==> src/rtl/gpio_input_conditioner.sv <==
// GPIO pad input conditioning: per-pin synchroniser, optional debounce with a
// shared stability window, and registered single-cycle rise/fall pulses.

module gpio_cond_pin #(
    parameter int CNT_W = 16
) (
    input  logic             sys_clk,
    input  logic             rst_n,
    input  logic             sync_in,
    input  logic             en,
    input  logic [CNT_W-1:0] limit,
    output logic             data,
    output logic             rise,
    output logic             fall
);
    logic             q_q, q_d;
    logic [CNT_W-1:0] cnt_q, cnt_d;
    logic             rise_q, rise_d;
    logic             fall_q, fall_d;

    always_comb begin
        q_d   = q_q;
        cnt_d = cnt_q;
        if (!en) begin
            q_d   = sync_in;
            cnt_d = '0;
        end else if (sync_in == q_q) begin
            cnt_d = '0;
        end else if (cnt_q >= limit) begin
            // >= rather than == so a lowered limit accepts immediately and the
            // counter can never run past the window and wrap.
            q_d   = sync_in;
            cnt_d = '0;
        end else begin
            cnt_d = CNT_W'(cnt_q + 1'b1);
        end
        rise_d = q_d & ~q_q;
        fall_d = ~q_d & q_q;
    end

    always_ff @(posedge sys_clk or negedge rst_n) begin
        if (!rst_n) begin
            q_q    <= 1'b0;
            cnt_q  <= '0;
            rise_q <= 1'b0;
            fall_q <= 1'b0;
        end else begin
            q_q    <= q_d;
            cnt_q  <= cnt_d;
            rise_q <= rise_d;
            fall_q <= fall_d;
        end
    end

    assign data = q_q;
    assign rise = rise_q;
    assign fall = fall_q;
endmodule

module gpio_input_conditioner #(
    parameter int NUM_GPIO    = 32,
    parameter int SYNC_STAGES = 2,
    parameter int CNT_W       = 16
) (
    input  logic                sys_clk,
    input  logic                rst_n,
    input  logic [NUM_GPIO-1:0] gpio_pad_in,
    input  logic [NUM_GPIO-1:0] debounce_en,
    input  logic [CNT_W-1:0]    debounce_limit,
    output logic [NUM_GPIO-1:0] gpio_in_data,
    output logic [NUM_GPIO-1:0] gpio_rise,
    output logic [NUM_GPIO-1:0] gpio_fall
);
    // Plain flop chain, stage 0 samples the pad; nothing between stages.
    logic [SYNC_STAGES-1:0][NUM_GPIO-1:0] sync_q, sync_d;

    always_comb begin
        sync_d = {sync_q[SYNC_STAGES-2:0], gpio_pad_in};
    end

    always_ff @(posedge sys_clk or negedge rst_n) begin
        if (!rst_n) sync_q <= '0;
        else        sync_q <= sync_d;
    end

    for (genvar i = 0; i < NUM_GPIO; i++) begin : g_pin
        gpio_cond_pin #(.CNT_W(CNT_W)) u_pin (
            .sys_clk (sys_clk),
            .rst_n   (rst_n),
            .sync_in (sync_q[SYNC_STAGES-1][i]),
            .en      (debounce_en[i]),
            .limit   (debounce_limit),
            .data    (gpio_in_data[i]),
            .rise    (gpio_rise[i]),
            .fall    (gpio_fall[i])
        );
    end
endmodule

==> config.mk <==
export PLATFORM = sky130hd
export DESIGN_NAME = gpio_input_conditioner
export DESIGN_NICKNAME = d
export VERILOG_FILES = /design/src/rtl/gpio_input_conditioner.sv
export SDC_FILE = /design/constraint.sdc
export NUM_CORES = 2
export LEC_CHECK = 0
export CORE_MARGIN = 2
export CORE_UTILIZATION = 49
export DETAILED_ROUTE_END_ITERATION = 7
export HOLD_SLACK_MARGIN = 0.06
export PLACE_DENSITY = 0.67
export SKIP_CTS_REPAIR_TIMING = 1
export SLEW_MARGIN = 20
export SYNTH_ARGS = -nofsm -noshare
export SYNTH_HDL_FRONTEND = slang
export SYNTH_HIERARCHICAL = 1
export SYNTH_SLANG_ARGS = --single-unit
==> constraint.sdc <==
create_clock -name sys_clk -period 2.6 [get_ports sys_clk]
set_input_delay 0.52 -clock sys_clk [delete_from_list [all_inputs] [get_ports sys_clk]]
set_output_delay 0.52 -clock sys_clk [all_outputs]
set_load 0.005 [all_outputs]
==> results.py <==
metrics = {
    "synthesis": {
        "synth_seq_area_share": 0.402,
        "synthTopCellsByArea": "dfrtp_1 40%, ha_1 16%, xor2_1 8.7%",
        "synth.distinct_cells": 24,
        "syn_area_sq_um": 41800,
        "synth_nets": 4978,
        "synth_top_area_share": 0.402,
        "ys_ff_latch": 672,
        "syn_avg_cell_area_sq_um": 9.60,
        "synth.largest_area_cell": "dfrtp_1",
        "synthesis.instances": 4352,
        "ys_warn_count": 6,
    },
    "place": {
        "portBuffers": 177,
        "placed_area_sq_um": 46300,
        "dp_hpwl_um": 68500,
        "dp_slack_ns": -0.160,
        "dp_cells": 5747,
        "place.gp.congestion": 0.824,
    },
    "detailed_routing": {
        "antenna_left": 0,
        "drt-pass1-iter-count": 5,
        "drc_errors": 0,
        "first_iter_violations": 1493,
        "drt-total-wl_um": 96500,
        "wl_per_cell_um": 16.4,
        "viasPerCell": 5.22,
        "via_count": 30700,
    },
    "timing": {
        "setup-violations-final": 0,
        "fin_crit_sh": 0.862,
        "setup_slack_ns": 0.358,
        "tns_ns": 0,
        "tightest_slew_ns": 0.604,
        "hold_viol": 0,
        "period_needed_ns": 2.24,
        "slew_violations": 0,
        "slew_headroom": 0.591,
        "rsz0062_at_grt": "no",
        "finClkSkew_ns": 0.0220,
        "timing.hold.ws_ns": 0.333,
        "fmaxAchievable_mhz": 446,
    },
    "critical_path": {
        "critPathTopFamily": "simple AND/OR/NAND/NOR gates",
        "r2r_end": "g_pin[23].u_pin/cnt_q[0]",
        "regToRegSetupSlack_ns": 0.37,
        "cp_slowest_cell": "nand4_2",
        "timing.rr.start": "g_pin[23].u_pin/cnt_q[9]",
        "worstPathRequired_ns": 3.11,
        "critPathKind": "in -> reg",
        "end_kind": "flip-flop",
        "max_stage_delay_ns": 0.44,
        "worstPathArrival_ns": 2.75,
        "crit_path_start": "debounce_limit[9]",
        "path_depth": 9,
        "cp_num_buf_inv": 3,
        "crit_end": "g_pin[23].u_pin/cnt_q[0]",
        "path_cells": "buf_2, buf_12, inv_1, ha_1, a21oi_1, o21ai_1, a2111oi_4, nand4_2, nor2_1",
        "worstPathMaxFanout": 16,
        "r2r_cells": 6,
        "worstSetupStartpointType": "input port",
    },
    "layout": {
        "multiInputGateArea_sq_um": 22000,
        "fin_nets": 5309,
        "drive_above_1_share": 0.0735,
        "fillers": 7386,
        "seqCellArea_sq_um": 16800,
        "final_cell_mix": "672 x inv_1, 672 x dfrtp_1, 576 x nor2_1",
        "instances_no_fill": 5890,
        "design_area_sq_um": 48900,
        "fin_util": 0.577,
        "diodes": 0,
        "area_growth_pct": 17.1,
    },
    "flow_run": {
        "maxCapViolations": 0,
    },
    "global_routing": {
        "grt-ovfl-total": 0,
        "grt_use_total": 0.226,
        "grt_pass1_vias": 30200,
        "grt_max_degree": 80,
        "antenna_found_initial": 1,
        "grt_pass1_wl_um": 159000,
    },
    "power": {
        "p_leak_nw": 25.3,
        "power_frac_clock": 0.453,
        "p_seq_frac": 0.439,
        "powerDensity_nw_per_um2": 511,
        "sw_frac_of_total": 0.254,
        "pwr-share-comb": 0.108,
        "total_power_mw": 25.0,
        "vdd_ir_drop_max_v": 0.000444,
        "p_sw_mw": 6.35,
        "p_int_mw": 18.6,
    },
    "cts": {
        "numCtsBuffers": 77,
        "clock-sinks": 672,
        "cts.clk_slew.worst_paths_ns": 0.06,
        "clk-insertion-delay-late_ns": 0.62,
        "cts_tree": "done",
        "clockBufferDepth": 3,
        "cts_max_level": 3,
        "clock-root-buffer": "clkbuf_16",
    },
    "worst_hold_path": {
        "hp-class": "in -> reg",
    },
    "floorplan": {
        "initial_core_util": 0.492,
        "rows": 107,
        "die_y_um": 296,
        "fp.dieW_um": 296,
        "core-area_sq_um": 84900,
        "io_pins": 178,
        "die-area_sq_um": 87700,
    },
    "status": {
        "status": "complete, no violations",
    },
}
worst min path at each step:
stage,slack (ns),depth (start not counted),end,startpoint
finish,0.33,1,sync_d[49],gpio_pad_in[17]
global route,0.31,1,sync_d[61],gpio_pad_in[29]
CTS,-0.17,1,g_pin[27].u_pin/rise,rst_n
detailed placement,0.33,0,sync_q[35],sync_d[35]
global placement,0.33,0,sync_q[61],sync_d[61]
floorplan,0.22,0,g_pin[0].u_pin/cnt_q[0],rst_n
metal layers:
layer / routed length [um] / share of wire / GRT usage / up-vias
met5: 12 / 0.00012 / 0 / -
met4: 2180 / 0.023 / 0.0617 / 2
met3: 3210 / 0.033 / 0.0268 / 149
met2: 46500 / 0.48 / 0.384 / 392
met1: 44600 / 0.46 / 0.305 / 14900
li1: - / - / - / 15300
cell type report:
| type | instances | area share |
|---|---|---|
| Clock buffer | 108 | 0.0463 |
| Tap cell | 1144 | 0.0292 |
| Sequential cell | 672 | 0.344 |
| Multi-Input combinational cell | 2944 | 0.449 |
| Clock inverter | 34 | 0.00767 |
| Inverter | 672 | 0.0515 |
| Timing Repair Buffer | 316 | 0.0724 |
power groups by stage:
stage	clock, mW	combinational (mW)	sequential [mW]
floorplan	0	1.30	11.1
global placement	0	2.66	11.2
detailed placement	0	2.73	11.2
CTS	11.7	2.75	11.0
global route	12.1	3.04	11.0
finish	11.3	2.69	11.0
worst reg2reg max path: stages (launching register included):
cell and delay [ns]:
dfrtp_1 0.41, ha_1 0.31, a21oi_1 0.16, o21ai_1 0.12
a2111oi_4 0.40, nand4_2 0.44, nor2_1 0.31
state kept, by name, summed over array words and instances (netlist names):
register and count:
sync_q 32, sync_d 32, g_pin.u_pin/fall 32, g_pin.u_pin/data 32
g_pin.u_pin/rise 32, g_pin.u_pin/cnt_q 512
Yosys cell counts:
cell type / instances
dfrtp_1: 672
inv_1: 672
nor2_1: 576
ha_1: 544
xor2_1: 416
nand3_1: 288
nand2_1: 192
a21oi_1: 160
and4_1: 128
nand4_1: 96
and3_1: 64
and3b_1: 64
o21ai_0: 64
o21ai_1: 64
xnor2_1: 64
a2111oi_4: 32
a21boi_1: 32
buf_6: 32
clkbuf_1: 32
mux2_1: 32
nand4_2: 32
nor3_1: 32
o22ai_1: 32
o311ai_1: 32
cell families (layout without fill, tap and decap cells):
group                    after synthesis  count (layout)  synth area share
XOR/XNOR                             480             480             0.101
AND/OR/NAND/NOR                     1472            1472             0.181
adder cells (fa/ha/maj)              544             544             0.163
flip-flops                           672             672             0.402
buffers and inverters                736            1130            0.0718
multiplexers                          32              32           0.00862
AO/OA/AOI/OAI                        416             416            0.0728
(Power assumes the default switching activity.)
